<file path="src/rtl/fft_pkg.sv">
// fft_pkg: shared definitions for the FFT engine.
//   state_e    - controller state encoding (IDLE, LOAD, CALC, GAP, UNLOAD)
//   twiddle_t  - Q15 complex twiddle factor
//   TW_QCOS    - first-quadrant Q15 cosine table, cos(2*pi*k/64), k = 0..16
//   tw_lookup  - W_64^k = (cos, -sin) for k = 0..31, built from TW_QCOS
//   bitrev     - reverse the low 'bits' bits of a 6-bit index
package fft_pkg;

   typedef enum logic [2:0] {
      ST_IDLE,
      ST_LOAD,
      ST_CALC,
      ST_GAP,
      ST_UNLOAD
   } state_e;

   typedef struct packed {
      logic signed [15:0] re;
      logic signed [15:0] im;
   } twiddle_t;

   // One quadrant of a 64-point table. Any supported length (4..64) divides 64,
   // so every twiddle is an entry of this table at a scaled index.
   localparam logic signed [15:0] TW_QCOS [0:16] = '{
      16'sd32767, 16'sd32609, 16'sd32137, 16'sd31356, 16'sd30273, 16'sd28898,
      16'sd27245, 16'sd25329, 16'sd23170, 16'sd20787, 16'sd18204, 16'sd15446,
      16'sd12539, 16'sd9512,  16'sd6393,  16'sd3212,  16'sd0
   };

   // k covers angles [0, pi); sin is non-negative there, so imag = -table.
   function automatic twiddle_t tw_lookup(input logic [4:0] k);
      twiddle_t   w;
      logic [4:0] kc;
      logic [4:0] ks;
      kc   = (k <= 5'd16) ? k : 5'd0 - k;             // 32-k in the 2nd quadrant
      ks   = (k <= 5'd16) ? 5'd16 - k : k - 5'd16;
      w.re = (k <= 5'd16) ? TW_QCOS[kc] : -TW_QCOS[kc];
      w.im = -TW_QCOS[ks];
      return w;
   endfunction

   function automatic logic [5:0] bitrev(input logic [5:0] v, input int bits);
      logic [5:0] r;
      r = '0;
      for (int i = 0; i < 6; i++)
         if (i < bits) r[3'(i)] = v[3'(bits - 1 - i)];
      return r;
   endfunction

endpackage

</file>
<file path="src/rtl/fft_butterfly.sv">
// fft_butterfly: radix-2 DIT butterfly, one registered stage, result halved.
//   x = (a + b*w) / 2,  y = (a - b*w) / 2
//   clk, rst_n          - clock, async active-low reset
//   a_*_i, b_*_i        - DATA_WIDTH signed operands
//   w_re_i, w_im_i      - Q15 twiddle
//   x_*_o, y_*_o        - registered results, valid one cycle after the operands
module fft_butterfly #(
   parameter int DATA_WIDTH = 16
) (
   input  logic                         clk,
   input  logic                         rst_n,
   input  logic signed [DATA_WIDTH-1:0] a_re_i,
   input  logic signed [DATA_WIDTH-1:0] a_im_i,
   input  logic signed [DATA_WIDTH-1:0] b_re_i,
   input  logic signed [DATA_WIDTH-1:0] b_im_i,
   input  logic signed [15:0]           w_re_i,
   input  logic signed [15:0]           w_im_i,
   output logic signed [DATA_WIDTH-1:0] x_re_o,
   output logic signed [DATA_WIDTH-1:0] x_im_o,
   output logic signed [DATA_WIDTH-1:0] y_re_o,
   output logic signed [DATA_WIDTH-1:0] y_im_o
);

   localparam int PW = DATA_WIDTH + 17;
   localparam int SW = DATA_WIDTH + 2;
   localparam logic signed [PW-1:0] RND = PW'(16384);

   logic signed [PW-1:0] br, bi, wr, wi, pr, pi;
   logic signed [SW-1:0] tr, ti, ar, ai, sxr, sxi, syr, syi;

   always_comb begin
      br  = PW'(b_re_i);
      bi  = PW'(b_im_i);
      wr  = PW'(w_re_i);
      wi  = PW'(w_im_i);
      // Q15 product, rounded to nearest so a unit twiddle passes b unchanged
      pr  = br * wr - bi * wi + RND;
      pi  = br * wi + bi * wr + RND;
      tr  = SW'(pr >>> 15);
      ti  = SW'(pi >>> 15);
      ar  = SW'(a_re_i);
      ai  = SW'(a_im_i);
      sxr = ar + tr;
      sxi = ai + ti;
      syr = ar - tr;
      syi = ai - ti;
   end

   always_ff @(posedge clk or negedge rst_n) begin
      if (!rst_n) begin
         x_re_o <= '0;
         x_im_o <= '0;
         y_re_o <= '0;
         y_im_o <= '0;
      end else begin
         // per-stage halving keeps the full transform inside the sample range
         x_re_o <= DATA_WIDTH'(sxr >>> 1);
         x_im_o <= DATA_WIDTH'(sxi >>> 1);
         y_re_o <= DATA_WIDTH'(syr >>> 1);
         y_im_o <= DATA_WIDTH'(syi >>> 1);
      end
   end

endmodule

</file>
<file path="src/rtl/fft_engine_ctrl.sv">
// fft_engine_ctrl: in-place radix-2 DIT FFT with streaming load/unload.
// Output is DFT/POINTS (each of the log2(POINTS) stages halves).
//   clk, rst_n                   - clock, async active-low reset
//   inverse_i                    - only with FFT_INVERSE_EN: 1 = inverse transform,
//                                  captured on the first sample of a frame
//   in_valid_i/in_ready_o        - time-domain sample handshake, natural order
//   in_real_i, in_imag_i         - sample
//   out_valid_o/out_ready_i      - frequency bin handshake, k = 0..POINTS-1
//   out_real_o, out_imag_o       - bin value, out_last_o marks bin POINTS-1
//   busy_o                       - controller not idle
// Build option: define FFT_INVERSE_EN to add the inverse_i port.
module fft_engine_ctrl
   import fft_pkg::*;
#(
   parameter int DATA_WIDTH = 16,
   parameter int POINTS     = 16
) (
   input  logic                         clk,
   input  logic                         rst_n,
`ifdef FFT_INVERSE_EN
   input  logic                         inverse_i,
`endif
   input  logic                         in_valid_i,
   output logic                         in_ready_o,
   input  logic signed [DATA_WIDTH-1:0] in_real_i,
   input  logic signed [DATA_WIDTH-1:0] in_imag_i,
   output logic                         out_valid_o,
   input  logic                         out_ready_i,
   output logic signed [DATA_WIDTH-1:0] out_real_o,
   output logic signed [DATA_WIDTH-1:0] out_imag_o,
   output logic                         out_last_o,
   output logic                         busy_o
);

   localparam int LW   = $clog2(POINTS);
   localparam int HALF = POINTS / 2;

   state_e                  state_q;
   logic [LW-1:0]           cnt_q;      // sample / butterfly / bin index
   logic [2:0]              stage_q;
   logic                    in_ready_q, out_valid_q, out_last_q, busy_q;
`ifdef FFT_INVERSE_EN
   logic                    inv_q;
`endif

   logic signed [DATA_WIDTH-1:0] mem_re_q [POINTS];
   logic signed [DATA_WIDTH-1:0] mem_im_q [POINTS];

   logic                    accept;
   logic [5:0]              b6, mask6, j6, ia6, ib6, k6, brv6;
   logic [LW-1:0]           ia, ib, wr_idx;
   twiddle_t                tw;
   logic signed [15:0]      tw_im;
   logic                    wb_vld_q;
   logic [LW-1:0]           wb_ia_q, wb_ib_q;
   logic signed [DATA_WIDTH-1:0] x_re, x_im, y_re, y_im;

   assign accept = in_valid_i && in_ready_q;

   // Butterfly b of stage s: span = 2^s, j = b mod span,
   // i = (b / span) * 2*span + j, twiddle W_64^(j * 2^(5-s)).
   always_comb begin
      b6     = 6'(cnt_q);
      mask6  = (6'd1 << stage_q) - 6'd1;
      j6     = b6 & mask6;
      ia6    = ((b6 >> stage_q) << (stage_q + 3'd1)) | j6;
      ib6    = ia6 | (6'd1 << stage_q);
      k6     = j6 << (3'd5 - stage_q);
      brv6   = bitrev(6'(cnt_q), LW);
      ia     = LW'(ia6);
      ib     = LW'(ib6);
      wr_idx = LW'(brv6);
      tw     = tw_lookup(5'(k6));
`ifdef FFT_INVERSE_EN
      tw_im  = inv_q ? -tw.im : tw.im;
`else
      tw_im  = tw.im;
`endif
   end

   fft_butterfly #(.DATA_WIDTH(DATA_WIDTH)) u_bfly (
      .clk    (clk),
      .rst_n  (rst_n),
      .a_re_i (mem_re_q[ia]),
      .a_im_i (mem_im_q[ia]),
      .b_re_i (mem_re_q[ib]),
      .b_im_i (mem_im_q[ib]),
      .w_re_i (tw.re),
      .w_im_i (tw_im),
      .x_re_o (x_re),
      .x_im_o (x_im),
      .y_re_o (y_re),
      .y_im_o (y_im)
   );

   // Write-back addresses follow the butterfly's one-cycle latency.
   always_ff @(posedge clk or negedge rst_n) begin
      if (!rst_n) begin
         wb_vld_q <= 1'b0;
         wb_ia_q  <= '0;
         wb_ib_q  <= '0;
      end else begin
         wb_vld_q <= (state_q == ST_CALC);
         wb_ia_q  <= ia;
         wb_ib_q  <= ib;
      end
   end

   // Working buffer: loaded in bit-reversed order, updated in place.
   always_ff @(posedge clk) begin
      if (accept) begin
         mem_re_q[wr_idx] <= in_real_i;
         mem_im_q[wr_idx] <= in_imag_i;
      end
      if (wb_vld_q) begin
         mem_re_q[wb_ia_q] <= x_re;
         mem_im_q[wb_ia_q] <= x_im;
         mem_re_q[wb_ib_q] <= y_re;
         mem_im_q[wb_ib_q] <= y_im;
      end
   end

   always_ff @(posedge clk or negedge rst_n) begin
      if (!rst_n) begin
         state_q     <= ST_IDLE;
         cnt_q       <= '0;
         stage_q     <= '0;
         in_ready_q  <= 1'b0;
         out_valid_q <= 1'b0;
         out_last_q  <= 1'b0;
         busy_q      <= 1'b0;
`ifdef FFT_INVERSE_EN
         inv_q       <= 1'b0;
`endif
      end else begin
         case (state_q)
            ST_IDLE: begin
               in_ready_q <= 1'b1;
               if (accept) begin
                  state_q <= ST_LOAD;
                  cnt_q   <= LW'(1);
                  busy_q  <= 1'b1;
`ifdef FFT_INVERSE_EN
                  inv_q   <= inverse_i;
`endif
               end
            end
            ST_LOAD: begin
               if (accept) begin
                  if (cnt_q == LW'(POINTS - 1)) begin
                     state_q    <= ST_CALC;
                     cnt_q      <= '0;
                     stage_q    <= '0;
                     in_ready_q <= 1'b0;
                  end else begin
                     cnt_q <= cnt_q + 1'b1;
                  end
               end
            end
            ST_CALC: begin
               if (cnt_q == LW'(HALF - 1)) begin
                  state_q <= ST_GAP;
                  cnt_q   <= '0;
               end else begin
                  cnt_q <= cnt_q + 1'b1;
               end
            end
            // Lets the stage's last write-back land before the next stage reads.
            ST_GAP: begin
               if (stage_q == 3'(LW - 1)) begin
                  state_q     <= ST_UNLOAD;
                  out_valid_q <= 1'b1;
               end else begin
                  stage_q <= stage_q + 3'd1;
                  state_q <= ST_CALC;
               end
            end
            ST_UNLOAD: begin
               if (out_ready_i) begin
                  if (cnt_q == LW'(POINTS - 1)) begin
                     state_q     <= ST_IDLE;
                     cnt_q       <= '0;
                     out_valid_q <= 1'b0;
                     out_last_q  <= 1'b0;
                     busy_q      <= 1'b0;
                     in_ready_q  <= 1'b1;
                  end else begin
                     cnt_q      <= cnt_q + 1'b1;
                     out_last_q <= (cnt_q == LW'(POINTS - 2));
                  end
               end
            end
            default: state_q <= ST_IDLE;
         endcase
      end
   end

   assign in_ready_o  = in_ready_q;
   assign out_valid_o = out_valid_q;
   assign out_last_o  = out_last_q;
   assign busy_o      = busy_q;
   // Buffer is static during UNLOAD, so the bin holds while stalled.
   assign out_real_o  = out_valid_q ? mem_re_q[cnt_q] : '0;
   assign out_imag_o  = out_valid_q ? mem_im_q[cnt_q] : '0;

endmodule

</file>
<file path="config.mk">
export PLATFORM = sky130hd
export DESIGN_NAME = fft_engine_ctrl
export DESIGN_NICKNAME = d
export VERILOG_FILES = /design/src/rtl/fft_pkg.sv /design/src/rtl/fft_butterfly.sv /design/src/rtl/fft_engine_ctrl.sv
export SDC_FILE = /design/constraint.sdc
export NUM_CORES = 2
export LEC_CHECK = 0
export BUFFER_PORTS_ARGS = -buffer_cell sky130_fd_sc_hd__buf_4
export CAP_MARGIN = 10
export CORE_MARGIN = 2
export CORE_UTILIZATION = 30
export CTS_CLUSTER_DIAMETER = 150
export DETAILED_ROUTE_END_ITERATION = 16
export SLEW_MARGIN = 20
export SYNTH_ARGS = -nofsm -noshare
export SYNTH_HDL_FRONTEND = slang
export SYNTH_SLANG_ARGS = --single-unit
export TNS_END_PERCENT = 10
</file>
<file path="constraint.sdc">
create_clock -name clk -period 20.5 [get_ports clk]
set_input_delay 4.1 -clock clk [delete_from_list [all_inputs] [get_ports clk]]
set_output_delay 4.1 -clock clk [all_outputs]
set_load 0.01 [all_outputs]
</file>
==> metrics.md <==
| Metric | Value |
|---|---|
| Area delta synth->final | 8.11% |
| Die X | 538 microns |
| Largest net degree at the start of global routing | 112 |
| Post-synth EDFFs | 512 |
| Slew @ Worst Pin | 1220 ps |
| Syn nets | 11200 |
| DRC Markers | 0 |
| Fin nets | 10800 |
| Max Freq | 57.2 MHz |
| Post-Route WL | 332000 microns |
| Fin. max-slew vios | 0 |
| Post-synth top area share | 0.267 |
| Crit end category | flop |
| Initial Utilization | 0.302 |
| Detailed placement HPWL | 215000 microns |
| GRT Resource Usage Total | 0.229 |
| Sequential share of the synthesized area | 0.205 |
| Clk slew on worst S/H paths | 60 ps |
| Unrepaired setup endpoints after global routing | no |
| Pre-CTS setup slack | 3370 ps |
| Fin crit period | 17480 ps |
| Core box area | 283000 sq um |
| Post-route worst setup slack | 3020 ps |
| Root Driver | clkbuf_16 |
| Post_cts resized | 0 |
| Post-CTS setup buffer count | 0 |
| Worst path required time | 21080 ps |
| Vias in the first global route | 70600 |
| Gp weighted congestion | 0.934 |
| Pre-Repair DR Iteration Count | 6 |
| Post-Syn Instances | 9608 |
| TritonCTS clock tree | yes |
| Cell taking the most area after synthesis | fa_1 |
| WS Path Type | flop to flop |
| Via density per instance | 5.49 |
| Worst-Skew Late Latency | 690 ps |
| Cell variety after synth | 101 |
| Worst r2r path cells | 67 |
| Register area | 17600 sq um |
| Worst path max stage delay | 650 ps |
| Startpoint types | flop |
| CP max stage cell | dfrtp_1 |
| Max_cap viols | 0 |
| Area of the multi-input gates | 61000 sq um |
| TNS Setup | 0 ps |
| Hold Path Class | flop to flop |
| Worst Path Max Fanout | 25 |
| Synth Area per Inst | 8.89 sq um |
| Full die area | 289000 sq um |
| Mean routed wirelength per cell | 25.5 microns |
| Clk_skew | 38.3 ps |
| Initial antenna violation count | 26 |
| Yosys warning total | 0 |
| CTS Hold Bufs | 0 |
| Worst hold path depth | 2 |
| CTS Buf Count | 67 |
| 1st-iter DRT viols | 9467 |
| Filler Cells Inserted | 29000 |
| Die Y | 538 microns |
| Clock sink count | 599 |
| Async SR Flop Fraction | 0.145 |
| Number of synthesized register bits | 599 |
| CTS H-Tree Depth | 3 |
| Outcome | finished, final reports clean |
| Final count of hold timing violations | 0 |
| Worst rel slew slack | 0.185 |
| First-pass GRT wire length | 488000 microns |
| Top cells by area, synth | fa_1 (27%), edfxtp_1 (18%), nand2_1 (7.9%) |
| Tcrit/Tclk final | 0.853 |
| Cell mode on critical path | inv_1 |
| Site Rows | 195 |
| Arr. time, crit path | 18070 ps |
| PortBufs | 71 |
| Layout cell share with drive strength beyond 1 | 0.0776 |
| Dominant synthesized flop cell | edfxtp_1 |
| ANT nets after route | 0 |
| IO Pins | 72 |
| Max Root-Sink Buffers | 3 |
| Routed vias | 71400 |
| Final Setup Violations | 0 |
| Synth Cell Area | 85400 sq um |
| Total grt overflow | 0 |
flip-flops by register name (all words and copies together) (netlist names), 4 cells and up:
register and flops:
wb_ib_q 4, cnt_q 4, mem_re_q 256, mem_im_q 256, u_bfly.x_im_o 16, u_bfly.y_re_o 16, wb_ia_q 4, u_bfly.x_re_o 16
u_bfly.y_im_o 16
worst max-delay path, delay by kind of cell, from the launching register on:
kind / cells / cell delay (ps)
compound gates: 23 / 5170
xor+xnor: 3 / 830
fa+ha+maj: 15 / 6160
buf+inv: 14 / 2020
flops: 1 / 650
mux: 2 / 600
simple gates: 10 / 1920
cell usage in the layout (no fill, tap or decap), drive strengths merged, types with 137 or more instances in the layout:
master  netlist  final
buf         141    258
mux2i       567    567
o21ai       266    266
nand2      1805   1805
mux4        167    167
fa         1138   1138
a21oi       449    449
inv        1268   1270
edfxtp      512    512
nand3       395    395
ha          399    399
xnor2       137    137
nor2        819    819
final cells by class:
type | instances | area share
diodes | 8 | 0.000217
clock buffers | 100 | 0.0214
clock inverters | 21 | 0.00265
inverters | 1272 | 0.0519
multi-input cells | 6999 | 0.660
flip-flops and latches | 599 | 0.190
well taps | 3743 | 0.0507
repair buffers | 258 | 0.0227
metrics by stage:
stage | area, sq um | hold slack (ps) | cells | util
detailed placement | 90100 | 478 | 12900 | 0.319
CTS | 92300 | 491 | 13000 | 0.326
global route | 92400 | 550 | 13000 | 0.327
finish | 92400 | 485 | 13000 | 0.327
floorplan | 85400 | 511 | 9608 | -
global placement | 90100 | 481 | 12900 | 0.319
routing by layer:
layer / global-route usage / wire, microns / up-vias
met5: 0.00214 / 243 / -
met4: 0.108 / 19000 / 30
met3: 0.0620 / 43100 / 956
met2: 0.348 / 144000 / 4709
met1: 0.303 / 126000 / 35300
li1: - / - / 30400
Yosys cell counts (all sizes together) (5+ instances only):
master   number
a211oi       22
nor4          6
a311oi      132
and2        125
nand2b       29
inv        1268
nand2      1805
a21boi        6
o21bai       19
mux4        167
mux2i       567
clkbuf      597
o22ai         6
o211ai       20
a21oi       449
ha          399
nor2        819
or3           8
o31ai         8
nand3       395
xnor2       137
nand4        10
dfrtp        87
nand3b        6
nor3         21
xor2         42
edfxtp      512
o21ai       266
a211o         5
o2111ai       5
and3        113
buf         141
or2          23
fa         1138
mux2         26
o21a         11
o31a          5
nor2b        23
nor3b         6
a31oi        94
a21o         28
cells by family (layout without fill, tap and decap cells):
logic type | after synthesis | in the layout | synth area share
AO/OA/AOI/OAI | 1122 | 1122 | 0.0805
XOR/XNOR | 179 | 179 | 0.0184
adder cells (fa/ha/maj) | 1537 | 1537 | 0.325
buffers and inverters | 2010 | 1651 | 0.0890
flip-flops | 599 | 599 | 0.205
multiplexers | 760 | 760 | 0.114
other | 0 | 8 | 0
AND/OR/NAND/NOR | 3401 | 3401 | 0.168
worst paths after layout:
kind / start / to / slack, ps
max in group asynchronous: rst_n / cnt_q[3]$_DFFE_PN0P_ / 15590
hold reg to reg: out_last_o$_DFFE_PN0P_ / out_last_o$_DFFE_PN0P_ / 490
setup / recovery: stage_q[0]$_DFFE_PN0P_ / u_bfly.x_im_o[15]$_DFF_PN0_ / 3020
min in group asynchronous: rst_n / u_bfly.y_im_o[7]$_DFF_PN0_ / 3470
setup reg to reg: stage_q[0]$_DFFE_PN0P_ / u_bfly.x_im_o[15]$_DFF_PN0_ / 3020
hold / removal: out_last_o$_DFFE_PN0P_ / out_last_o$_DFFE_PN0P_ / 490
Power is left out: the tool's default activity adds up to more than one toggle a clock period on the data nets, which glitch-free logic cannot reach.
